--- src/rtl/ula_sequencial.sv ---
// ula_sequencial: multi-cycle ALU behind a start/ready/valid handshake.
// Simple ops finish 1 cycle after acceptance. Multiply (shift-add) and
// divide (restoring) iterate one bit per cycle, taking LARGURA cycles.
// Optional feature macro: ULA_SEQ_DIVISOR_EN. When it is undefined the
// divider is absent and opcodes 0011/0100 are reported as invalid.
//
// Ports:
//   clk, rst       - clock, synchronous active-high reset
//   Inicio         - start request, sampled only while Pronto=1
//   A, B, Sel_Op   - operands and opcode, captured on acceptance
//   Pronto         - idle, can accept a new operation
//   Valido         - one-cycle pulse when Resultado and flags are updated
//   Resultado      - 2*LARGURA result, held until the next Valido
//   Maior/Menor/Igual - unsigned compare of captured A vs B
//   Carry          - add carry-out / subtract borrow
//   Div_Zero       - divide op with B=0
//   Erro           - unsupported opcode
module ula_sequencial #(
  parameter int unsigned LARGURA = 8
) (
  input  logic                   clk,
  input  logic                   rst,
  input  logic                   Inicio,
  input  logic [LARGURA-1:0]     A,
  input  logic [LARGURA-1:0]     B,
  input  logic [3:0]             Sel_Op,
  output logic                   Pronto,
  output logic                   Valido,
  output logic [2*LARGURA-1:0]   Resultado,
  output logic                   Maior,
  output logic                   Menor,
  output logic                   Igual,
  output logic                   Carry,
  output logic                   Div_Zero,
  output logic                   Erro
);

  localparam int unsigned W  = LARGURA;
  localparam int unsigned RW = 2 * LARGURA;
  localparam int unsigned CW = $clog2(LARGURA + 1);

  localparam logic [3:0] OP_ADD  = 4'b0000;
  localparam logic [3:0] OP_SUB  = 4'b0001;
  localparam logic [3:0] OP_MUL  = 4'b0010;
  localparam logic [3:0] OP_QUO  = 4'b0011;
  localparam logic [3:0] OP_REM  = 4'b0100;
  localparam logic [3:0] OP_CMP  = 4'b0101;
  localparam logic [3:0] OP_AND  = 4'b0110;
  localparam logic [3:0] OP_OR   = 4'b0111;
  localparam logic [3:0] OP_NAND = 4'b1000;
  localparam logic [3:0] OP_NOR  = 4'b1001;
  localparam logic [3:0] OP_XOR  = 4'b1010;
  localparam logic [3:0] OP_NOTA = 4'b1011;

  typedef enum logic {OCIOSO, EXECUTA} estado_t;

  // Registered state
  estado_t         r_estado;
  logic [W-1:0]    r_a;
  logic [W-1:0]    r_b;
  logic [3:0]      r_op;
  logic [CW-1:0]   r_cnt;
  logic [W-1:0]    r_hi;       // mul: product high half / div: partial remainder
  logic [W-1:0]    r_lo;       // mul: multiplier, shifts out / div: dividend -> quotient
  logic            r_pronto;
  logic            r_valido;
  logic [RW-1:0]   r_resultado;
  logic            r_maior, r_menor, r_igual, r_carry, r_div_zero, r_erro;

  // Next-state values
  estado_t         w_estado;
  logic [W-1:0]    w_a, w_b, w_hi, w_lo;
  logic [3:0]      w_op;
  logic [CW-1:0]   w_cnt;
  logic            w_pronto, w_valido;
  logic [RW-1:0]   w_resultado;
  logic            w_maior, w_menor, w_igual, w_carry, w_div_zero, w_erro;

  // Datapath
  logic [W:0]      w_soma;
  logic [W-1:0]    w_dif;
  logic [W-1:0]    w_logica;
  logic [W:0]      w_mul_soma;
  logic [W-1:0]    w_mul_hi, w_mul_lo;
  logic            w_longa;
  logic            w_ultimo;
  logic [RW-1:0]   w_res_op;
  logic            w_carry_op, w_dz_op, w_erro_op;

  assign w_soma = (W+1)'(r_a) + (W+1)'(r_b);
  assign w_dif  = r_a - r_b;

  // Shift-add step: add multiplicand into the high half, then shift {hi,lo} right.
  assign w_mul_soma = (W+1)'(r_hi) + (r_lo[0] ? (W+1)'(r_a) : (W+1)'(0));
  assign w_mul_hi   = w_mul_soma[W:1];
  assign w_mul_lo   = {w_mul_soma[0], r_lo[W-1:1]};

`ifdef ULA_SEQ_DIVISOR_EN
  logic [W:0]      w_div_desl;
  logic            w_div_ge;
  logic [W-1:0]    w_div_hi, w_div_lo;

  // Restoring step: shift in next dividend bit, subtract divisor if it fits.
  // With B=0 every step fits, giving all-ones quotient and remainder = A.
  assign w_div_desl = {r_hi, r_lo[W-1]};
  assign w_div_ge   = w_div_desl >= (W+1)'(r_b);
  assign w_div_hi   = w_div_ge ? W'(w_div_desl - (W+1)'(r_b)) : w_div_desl[W-1:0];
  assign w_div_lo   = {r_lo[W-2:0], w_div_ge};
  assign w_longa    = (r_op == OP_MUL) || (r_op == OP_QUO) || (r_op == OP_REM);
`else
  assign w_longa    = (r_op == OP_MUL);
`endif

  assign w_ultimo = (r_cnt == CW'(W - 1));

  // Bitwise ops, kept at W bits so inversion never reaches the upper half
  always_comb begin
    w_logica = '0;
    case (r_op)
      OP_AND:  w_logica = r_a & r_b;
      OP_OR:   w_logica = r_a | r_b;
      OP_NAND: w_logica = ~(r_a & r_b);
      OP_NOR:  w_logica = ~(r_a | r_b);
      OP_XOR:  w_logica = r_a ^ r_b;
      OP_NOTA: w_logica = ~r_a;
      default: w_logica = '0;
    endcase
  end

  // Final result and op-specific flags for the captured opcode
  always_comb begin
    w_res_op   = '0;
    w_carry_op = 1'b0;
    w_dz_op    = 1'b0;
    w_erro_op  = 1'b0;
    case (r_op)
      OP_ADD: begin
        w_res_op   = RW'(w_soma);
        w_carry_op = w_soma[W];
      end
      OP_SUB: begin
        w_res_op   = RW'(w_dif);
        w_carry_op = (r_a < r_b);
      end
      OP_MUL:  w_res_op = {w_mul_hi, w_mul_lo};
`ifdef ULA_SEQ_DIVISOR_EN
      OP_QUO: begin
        w_res_op = RW'(w_div_lo);
        w_dz_op  = (r_b == '0);
      end
      OP_REM: begin
        w_res_op = RW'(w_div_hi);
        w_dz_op  = (r_b == '0);
      end
`endif
      OP_CMP:  w_res_op = '0;
      OP_AND, OP_OR, OP_NAND, OP_NOR, OP_XOR, OP_NOTA:
               w_res_op = RW'(w_logica);
      default: w_erro_op = 1'b1;
    endcase
  end

  // Next-state and output logic
  always_comb begin
    w_estado    = r_estado;
    w_a         = r_a;
    w_b         = r_b;
    w_op        = r_op;
    w_cnt       = r_cnt;
    w_hi        = r_hi;
    w_lo        = r_lo;
    w_pronto    = r_pronto;
    w_valido    = 1'b0;
    w_resultado = r_resultado;
    w_maior     = r_maior;
    w_menor     = r_menor;
    w_igual     = r_igual;
    w_carry     = r_carry;
    w_div_zero  = r_div_zero;
    w_erro      = r_erro;
    case (r_estado)
      OCIOSO: begin
        w_pronto = 1'b1;
        if (Inicio) begin
          w_a      = A;
          w_b      = B;
          w_op     = Sel_Op;
          w_cnt    = '0;
          w_hi     = '0;
          w_lo     = (Sel_Op == OP_MUL) ? B : A;
          w_pronto = 1'b0;
          w_estado = EXECUTA;
        end
      end
      EXECUTA: begin
        if (w_longa) begin
          w_cnt = r_cnt + CW'(1);
`ifdef ULA_SEQ_DIVISOR_EN
          if (r_op == OP_MUL) begin
            w_hi = w_mul_hi;
            w_lo = w_mul_lo;
          end else begin
            w_hi = w_div_hi;
            w_lo = w_div_lo;
          end
`else
          w_hi = w_mul_hi;
          w_lo = w_mul_lo;
`endif
        end
        if (!w_longa || w_ultimo) begin
          w_resultado = w_res_op;
          w_carry     = w_carry_op;
          w_div_zero  = w_dz_op;
          w_erro      = w_erro_op;
          w_maior     = (r_a > r_b);
          w_menor     = (r_a < r_b);
          w_igual     = (r_a == r_b);
          w_valido    = 1'b1;
          w_pronto    = 1'b1;
          w_estado    = OCIOSO;
        end
      end
      default: begin
        w_estado = OCIOSO;
        w_pronto = 1'b1;
      end
    endcase
  end

  // State register; reset aborts any operation in flight
  always_ff @(posedge clk) begin
    if (rst) begin
      r_estado    <= OCIOSO;
      r_a         <= '0;
      r_b         <= '0;
      r_op        <= '0;
      r_cnt       <= '0;
      r_hi        <= '0;
      r_lo        <= '0;
      r_pronto    <= 1'b1;
      r_valido    <= 1'b0;
      r_resultado <= '0;
      r_maior     <= 1'b0;
      r_menor     <= 1'b0;
      r_igual     <= 1'b0;
      r_carry     <= 1'b0;
      r_div_zero  <= 1'b0;
      r_erro      <= 1'b0;
    end else begin
      r_estado    <= w_estado;
      r_a         <= w_a;
      r_b         <= w_b;
      r_op        <= w_op;
      r_cnt       <= w_cnt;
      r_hi        <= w_hi;
      r_lo        <= w_lo;
      r_pronto    <= w_pronto;
      r_valido    <= w_valido;
      r_resultado <= w_resultado;
      r_maior     <= w_maior;
      r_menor     <= w_menor;
      r_igual     <= w_igual;
      r_carry     <= w_carry;
      r_div_zero  <= w_div_zero;
      r_erro      <= w_erro;
    end
  end

  assign Pronto    = r_pronto;
  assign Valido    = r_valido;
  assign Resultado = r_resultado;
  assign Maior     = r_maior;
  assign Menor     = r_menor;
  assign Igual     = r_igual;
  assign Carry     = r_carry;
  assign Div_Zero  = r_div_zero;
  assign Erro      = r_erro;

endmodule

--- config.mk ---
export PLATFORM = sky130hd
export DESIGN_NAME = ula_sequencial
export DESIGN_NICKNAME = d
export VERILOG_FILES = /design/src/rtl/ula_sequencial.sv
export SDC_FILE = /design/constraint.sdc
export NUM_CORES = 1
export LEC_CHECK = 0
export CORE_MARGIN = 1
export CORE_UTILIZATION = 41
export DETAILED_ROUTE_END_ITERATION = 6
export PLACE_DENSITY = 0.57
export SYNTH_ARGS = -nofsm -noshare
export SYNTH_HDL_FRONTEND = slang
export SYNTH_SLANG_ARGS = --single-unit
--- constraint.sdc ---
create_clock -name clk -period 2.88 [get_ports clk]
set_input_delay 0.288 -clock clk [delete_from_list [all_inputs] [get_ports clk]]
set_output_delay 0.288 -clock clk [all_outputs]
set_load 0.005 [all_outputs]
==> results of run 1 <==
cells by family after synthesis:
group	after synthesis	synth area share (%)
compound gates	152	21.3
xor+xnor	12	2.34
fa+ha+maj	38	11.1
buf+inv	71	7.05
flops	64	28.5
mux	22	4.99
other cells	1	0.0835
simple gates	227	24.6
cell type report:
class                      count  area (sq um)  area share, %
tap                          136           170           3.27
sequential                    64          1280           24.6
inverter                      33           124           2.38
multi-input combinational    452          2900           55.7
clock inverter                 6          36.3          0.697
clock buffer                  10           128           2.45
timing repair buffer          61           566           10.9
report_power, final:
part / switching (mW) / total (mW) / leakage (nW) / internal (mW)
combinational: 0.288 / 0.511 / 1.32 / 0.224
clock: 0.379 / 0.687 / 0.0858 / 0.307
sequential: 0.0504 / 0.975 / 0.522 / 0.925
total: 0.717 / 2.17 / 1.93 / 1.46
flip-flops by register name (all words and copies together) (netlist names), 4 cells and up:
name	count
r_lo	8
r_cnt	4
Resultado	16
r_b	8
r_hi	8
r_a	8
r_op	4
cell usage in the layout (no fill, tap or decap), types with 11 or more instances in the layout:
cell type and n:
nand2_1 98, dfxtp_1 64, nor2_1 46, ha_1 35, a211oi_1 11, clkdlybuf4s50_1 44, a21oi_1 56, nand2b_1 12
nand3_1 12, nor3_1 16, o21ai_0 30, inv_1 33, mux2i_1 19, buf_4 16
final timing paths:
path                              from            to  slack, ns  cells after the start
worst max-delay path            r_a[1]  Resultado[7]       0.45                      8
worst min register to register   Menor         Menor       0.45                      2
worst max register to register  r_a[1]  Resultado[7]       0.45                      8
worst min-delay path               rst          Erro       0.39                      2
metrics by stage:
step	setup slack, ns	utilization [%]
after floorplan	0.701	-
after global placement	0.505	48.2
after detailed placement	0.464	48.2
after CTS	0.447	49.7
after global routing	0.219	49.7
final	0.455	49.7
layer usage:
| layer | vias to the layer above | part of all wire, % | global-route usage [%] |
|---|---|---|---|
| met4 | 0 | 2.0 | 10.1 |
| met2 | 154 | 44 | 35.5 |
| met3 | 17 | 6.2 | 4.56 |
| met5 | - | 0 | 0 |
| li1 | 2110 | - | - |
| met1 | 1923 | 48 | 33.3 |
==> reports/qor.csv, run 1 <==
stage;metric;value;unit
floorplanning;rows;37;
power_and_ir_drop;power.total;2.17;mW
worst_setup_path;arrival;2.66;ns
logic_synthesis;yosys.area.top_type;dfxtp_1;
logic_synthesis;syn_nets;648;
timing;period_minus_slack;2.43;ns
logic_synthesis;synth_most_common_cell;nand2_1;
placement;dpl.cell_count;746;
clock_network;ctsHoldBuffers;0;
logic_synthesis;synth_edf_count;0;
logic_synthesis;netlist_area;0.00449;sq mm
worst_setup_path;cp-start-kind;flip-flop;
logic_synthesis;synth_flop_cell;dfxtp_1;
floorplanning;die_x;107;um
clock_network;cts-root-buf;clkbuf_8;
routing;routedWlPerCell;17.0;um
routing;vias;4204;
logic_synthesis;ys_seq_elements;64;
floorplanning;start_util;42.9;%
worst_setup_path;slowest_delay;0.51;ns
placement;portBuffers;45;
worst_setup_path;cp_max_fo;6;
worst_setup_path;crit_chain;inv_1, ha_1, o21ba_2, or4_4, a31oi_1, xnor2_1, a221oi_1, nor3_1;
routing;drc_errors;0;
hold_path;hold_path.class;in2reg;
timing;setup_tns;0;ns
power_and_ir_drop;leakage;1.93;nW
routing;drt_iter0_drc;289;
finish;nets;682;
finish;antenna_cells;0;
clock_network;clk_pin_slew;0.08;ns
worst_setup_path;path_buf_inv;1;
timing;fmax;0.412;GHz
floorplanning;die_h;107;um
clock_network;clkSinkCount;64;
timing;rsz0062_at_grt;no;
timing;hold_slack;0.391;ns
status;outcome;complete, no violations;
finish;fillers;1086;
grt;grt_pass1_wl;20600;um
logic_synthesis;ys_warn_count;0;
clock_network;cts_resized;0;
logic_synthesis;postSynth.asyncResetShare;0;%
floorplanning;pin_count;47;
grt;grt_antenna_before_repair;0;
worst_setup_path;required;3.11;ns
grt;grt_start_max_net_pins;39;
placement;detailed_place_hpwl;9910;um
clock_network;clk_latency;0.36;ns
power_and_ir_drop;irDropWorstVdd;0.282;mV
routing;postRouteAntennaNets;0;
timing;relSlewSlack;32.1;%
routing;wl;13000;um
finish;layout-drive-gt1-share;7.51;%
logic_synthesis;synthTopCellsByArea;dfxtp_1 29%, ha_1 9.8%, nand2_1 8.2%;
clock_network;clockBufferDepth;2;
logic_synthesis;yosys-top-cells-count;98 x nand2_1, 64 x dfxtp_1, 56 x a21oi_1;
worst_setup_path;slowest_stage;dfxtp_1;
floorplanning;dieArea;0.0114;sq mm
worst_setup_path;crit_family;compound AO/OA/AOI/OAI gates;
finish;postLayoutCellArea;0.00520;sq mm
timing;setup_viol;0;
placement;place_congestion;0.961;
timing;clock_skew;0.0121;ns
clock_network;htree_levels;3;
routing;first_pass_iters;5;
job;drv_cap;0;
logic_synthesis;syn_inst;587;
floorplanning;core;0.0105;sq mm
timing;hold_viol_final;0;
logic_synthesis;yosysSeqAreaShare;28.5;%
grt;grt_pass1_vias;3860;
clock_network;cts_tree;built;
worst_setup_path;cp-end-kind;flip-flop;
routing;vias_per_cell;5.52;
timing;timing.final.crit_share;84.2;%
timing;drv_slew;0;
placement;place_area;0.00504;sq mm
power_and_ir_drop;power_density;418;mW/mm^2
clock_network;cts_buffers;9;
grt;track_usage;23.8;%
worst_setup_path;worstSetupPathType;reg2reg;
logic_synthesis;synth_top_area_share;28.5;%
logic_synthesis;syn_area_per_cell;7.65;sq um
finish;finalNonFillerCells;762;
finish;area_delta_synth_final;15.9;%
logic_synthesis;synth.distinct_cells;66;
clock_network;post_cts_buffers;0;
timing;worst_pin_slew;1.02;ns
grt;grt_overflow;0;
(Power assumes the default switching activity.)
==> run 2: changes to the inputs <==
Clock period 2.88 ns to 2.3 ns, I/O delays scaled along.
==> run 2 against run 1 <==
Effect of this change:
- die area unchanged
- largest power group is now the clock network
- fmax increased by 10%
- combinational power grew 39%
- highest routed layer unchanged
- worst setup slack lost 0.35 ns
==> reports/qor.csv, run 2 (same netlist as run 1, synthesis figures left out) <==
stage;metric;value;unit
clock_network;cts_buffers;9;
grt;track_usage;23.8;%
floorplanning;die_x;107;um
status;outcome;complete, no violations;
worst_setup_path;reg2reg_slack;0.10;ns
floorplanning;rows;37;
placement;dpl.cell_count;769;
finish;antenna_cells;0;
hold_path;hold_depth;2;
placement;place_congestion;0.940;
hold_path;hold_end;Valido;
placement;place_area;0.00524;sq mm
timing;drv_slew;0;
timing;hold_viol_final;0;
clock_network;htree_levels;3;
floorplanning;start_util;42.9;%
routing;wl;12900;um
finish;fillers;1056;
worst_setup_path;crit-reg2reg-launch;r_a[1];
power_and_ir_drop;power_density;572;mW/mm^2
timing;timing.final.crit_share;95.6;%
clock_network;clockBufferDepth;2;
routing;first_pass_iters;5;
timing;clock_skew;0.0177;ns
clock_network;clk_pin_slew;0.08;ns
finish;seq_area;0.00129;sq mm
hold_path;hold_path.class;in2reg;
clock_network;cts-root-buf;clkbuf_8;
placement;portBuffers;45;
power_and_ir_drop;power.total;3.16;mW
worst_setup_path;cp-start-kind;flip-flop;
timing;worst_pin_slew;1.03;ns
timing;relSlewSlack;30.9;%
power_and_ir_drop;leakage;2.10;nW
job;drv_cap;0;
worst_setup_path;arrival;2.41;ns
finish;nets;706;
finish;area_delta_synth_final;23.3;%
timing;rsz0062_at_grt;no;
grt;grt_antenna_before_repair;0;
routing;vias_per_cell;5.46;
hold_path;hp-start;rst;
routing;routedWlPerCell;16.4;um
worst_setup_path;r2r_cells;8;
finish;largest_reg_flops;16;
floorplanning;core;0.0105;sq mm
clock_network;clk_latency;0.35;ns
worst_setup_path;worstSetupPathType;reg2reg;
finish;layout_commonest_cell;nand2_1;
placement;detailed_place_hpwl;9900;um
clock_network;cts_tree;built;
grt;grt_pass1_vias;4018;
finish;postLayoutCellArea;0.00553;sq mm
power_and_ir_drop;irDropWorstVdd;0.351;mV
routing;drt_iter0_drc;284;
grt;grt_overflow;0;
timing;setup_tns;0;ns
clock_network;ctsHoldBuffers;0;
worst_setup_path;r2r-end;Resultado[7];
routing;postRouteAntennaNets;0;
routing;drc_errors;0;
finish;multi_input_area;0.00293;sq mm
finish;layout-drive-gt1-share;13.1;%
worst_setup_path;cp-end-kind;flip-flop;
floorplanning;pin_count;47;
timing;fmax;0.455;GHz
grt;grt_start_max_net_pins;45;
worst_setup_path;required;2.51;ns
routing;vias;4289;
finish;finalNonFillerCells;786;
finish;final_cell_mix;98 x nand2_1, 58 x dfxtp_1, 53 x a21oi_1;
finish;fin_util;52.9;%
floorplanning;dieArea;0.0114;sq mm
clock_network;clkSinkCount;64;
floorplanning;die_h;107;um
worst_setup_path;cp_max_fo;4;
grt;grt_pass1_wl;21000;um
worst_setup_path;crit_start;r_a[1];
timing;setup_viol;0;
timing;period_minus_slack;2.20;ns
-- run 2: worst max path at each step --
| stage | endpoint | slack [ns] |
|---|---|---|
| finish | Resultado[7] | 0.10 |
| global route | Resultado[7] | 0.008 |
| CTS | Resultado[7] | 0.006 |
| detailed placement | Resultado[7] | 0.008 |
| global placement | Resultado[7] | 0.01 |
| floorplan | Resultado[7] | 0.12 |
-- run 2: timing repair --
action,4_1_cts,5_1_grt
endpoints found under the setup margin,0,12
buffers inserted,0,1
gates resized for setup,0,17
-- run 2: stage by stage --
stage | setup WS [ns] | hold WS, ns
after global routing | 0.00778 | 0.325
after floorplan | 0.121 | 0.366
after global placement | 0.0106 | 0.444
final | 0.100 | 0.302
after detailed placement | 0.00826 | 0.446
after CTS | 0.00617 | 0.291
-- run 2: per-layer routing --
layer  up-vias  global-route usage (%)  routed length, um
met5         -                       0                  0
met2       149                    36.2               5620
met1      1964                    34.6               6420
met3        16                    3.65                655
li1       2160                       -                  -
met4         0                    6.56                200
-- run 2: critical path: stages (launching register included) --
cell and delay, ns:
dfxtp_2 0.37, inv_1 0.10, ha_1 0.32, o21ba_2 0.23, or4_4 0.43, a31oi_2 0.18
xnor2_1 0.09, a221oi_1 0.29, nor3_1 0.07
-- run 2: area by class of cell --
class	count	area share, %
clock inverter	6	2.08
timing repair buffer	85	13.9
tap	136	3.07
multi-input combinational	452	52.9
clock buffer	10	2.49
inverter	33	2.24
sequential	64	23.3
-- run 2: power by group --
group	total, mW	internal, mW	switching, mW
clock	1.25	0.756	0.492
combinational	0.711	0.318	0.393
sequential	1.21	1.16	0.0465
total	3.16	2.23	0.931
==> run 3: changes to the inputs <==
Settings changed: SLEW_MARGIN set to 20, TNS_END_PERCENT set to 5.
==> run 3 against run 2 <==
Effect of this change:
- fmax fell by 0.49%
- worst setup slack got worse by 0.011 ns
- clock skew up 0.00098 ns
- largest cell class unchanged
- highest routed layer unchanged
- routed wire length shrank 0.20%
- critical path type unchanged
- register-to-register slack hardly changed
==> reports/qor.csv, run 3 (same netlist as run 1, synthesis figures left out) <==
stage;metric;value;unit
status;outcome;complete, no violations;
routing;drc_errors;0;
finish;seq_area;0.00129;sq mm
routing;first_pass_iters;5;
timing;setup_viol;0;
hold_path;hp-start;rst;
routing;routedWlPerCell;16.4;um
timing;rsz0062_at_grt;yes;
finish;layout_commonest_cell;nand2_1;
floorplanning;start_util;42.9;%
finish;largest_reg_flops;16;
timing;relSlewSlack;29.6;%
worst_setup_path;crit_family;compound AO/OA/AOI/OAI gates;
placement;detailed_place_hpwl;9900;um
floorplanning;die_x;107;um
timing;period_minus_slack;2.21;ns
finish;finalNonFillerCells;785;
placement;dp_slack;0.00826;ns
floorplanning;die_h;107;um
worst_setup_path;required;2.51;ns
power_and_ir_drop;power_density;572;mW/mm^2
worst_setup_path;crit-reg2reg-launch;r_a[1];
clock_network;htree_levels;3;
routing;wl;12900;um
floorplanning;pin_count;47;
finish;postLayoutCellArea;0.00552;sq mm
timing;hold_viol_final;0;
power_and_ir_drop;power.total;3.16;mW
clock_network;cts_tree;built;
clock_network;cts_buffers;9;
timing;hold_slack;0.296;ns
worst_setup_path;arrival;2.42;ns
timing;finalWorstSetupSlack;0.0895;ns
worst_setup_path;cp-start-kind;flip-flop;
placement;place_congestion;0.940;
routing;postRouteAntennaNets;0;
finish;fin_util;52.8;%
worst_setup_path;r2r-end;Resultado[7];
hold_path;hold_path.class;in2reg;
placement;place_area;0.00524;sq mm
worst_setup_path;cp-end-kind;flip-flop;
timing;clock_skew;0.0186;ns
worst_setup_path;path_buf_inv;1;
timing;drv_slew;0;
floorplanning;dieArea;0.0114;sq mm
grt;grt_antenna_before_repair;0;
worst_setup_path;cp_max_fo;4;
floorplanning;rows;37;
worst_setup_path;reg2reg_slack;0.09;ns
hold_path;hold_end;Valido;
worst_setup_path;crit_chain;inv_1, ha_1, o21ba_2, or4_4, a31oi_2, xnor2_1, a221oi_1, nor3_1;
timing;worst_pin_slew;1.05;ns
routing;vias;4293;
clock_network;clk_latency;0.35;ns
timing;timing.final.crit_share;96.1;%
finish;area_delta_synth_final;23.0;%
grt;grt_pass1_vias;4018;
timing;setup_tns;0;ns
finish;final_cell_mix;98 x nand2_1, 58 x dfxtp_1, 53 x a21oi_1;
worst_setup_path;slowest_delay;0.43;ns
worst_setup_path;r2r_cells;8;
worst_setup_path;worstSetupPathType;reg2reg;
clock_network;clockBufferDepth;2;
finish;multi_input_area;0.00292;sq mm
grt;grt_start_max_net_pins;45;
clock_network;clkSinkCount;64;
job;drv_cap;0;
hold_path;hold_depth;2;
power_and_ir_drop;irDropWorstVdd;0.350;mV
finish;layout-drive-gt1-share;12.9;%
routing;drt_iter0_drc;294;
finish;nets;705;
grt;track_usage;23.8;%
routing;vias_per_cell;5.47;
placement;portBuffers;45;
finish;fillers;1057;
timing;fmax;0.452;GHz
clock_network;cts-root-buf;clkbuf_8;
floorplanning;core;0.0105;sq mm
grt;grt_overflow;0;
clock_network;clk_pin_slew;0.08;ns
worst_setup_path;slowest_stage;or4_4;
power_and_ir_drop;leakage;2.10;nW
finish;antenna_cells;0;
grt;grt_pass1_wl;21000;um
placement;dpl.cell_count;769;
## run 3: cell count changes in the layout (fill, tap and decap cells not counted)
cell,change
a311oi_1,+1
fa_2,+1
a311oi_2,-1
buf_4,-1
fa_1,-1
## run 3: layer usage
layer	part of all wire (%)	track usage, %
met5	0	0
met4	1.6	6.56
met3	5.5	3.65
met2	44	36.2
met1	49	34.6
## run 3: what timing repair did
| action | in CTS | in global routing |
|---|---|---|
| hold buffers | 0 | 0 |
| gates resized for setup | 0 | 17 |
| endpoints found under the setup margin | 0 | 12 |
| setup buffers | 0 | 0 |
## run 3: power breakdown
part | switching, mW | internal, mW | leakage [nW]
logic | 0.391 | 0.318 | 1.45
clock network | 0.492 | 0.756 | 0.123
registers | 0.0469 | 1.16 | 0.525
## run 3: final cells by class
cell class | count | share of cell area [%]
multi-input cells | 452 | 52.9
flip-flops and latches | 64 | 23.4
repair buffers | 84 | 13.8
well taps | 136 | 3.08
clock buffers | 10 | 2.49
inverters | 33 | 2.24
clock inverters | 6 | 2.08
## run 3: how the worst max path moves through the flow
stage	to	slack, ns	depth (start not counted)	startpoint
floorplan	Resultado[7]	0.12	8	r_a[1]
global placement	Resultado[7]	0.01	8	r_a[1]
detailed placement	Resultado[7]	0.008	8	r_a[1]
CTS	Resultado[7]	0.006	8	r_a[1]
global route	Resultado[5]	-0.02	7	r_a[1]
finish	Resultado[7]	0.09	8	r_a[1]
## run 3: worst reg2reg max path: cells and delay by family (launching register included)
kind,cells,cell delay (ns)
flops,1,0.37
simple gates,2,0.50
buf+inv,1,0.10
fa+ha+maj,1,0.32
xor+xnor,1,0.09
compound gates,3,0.70
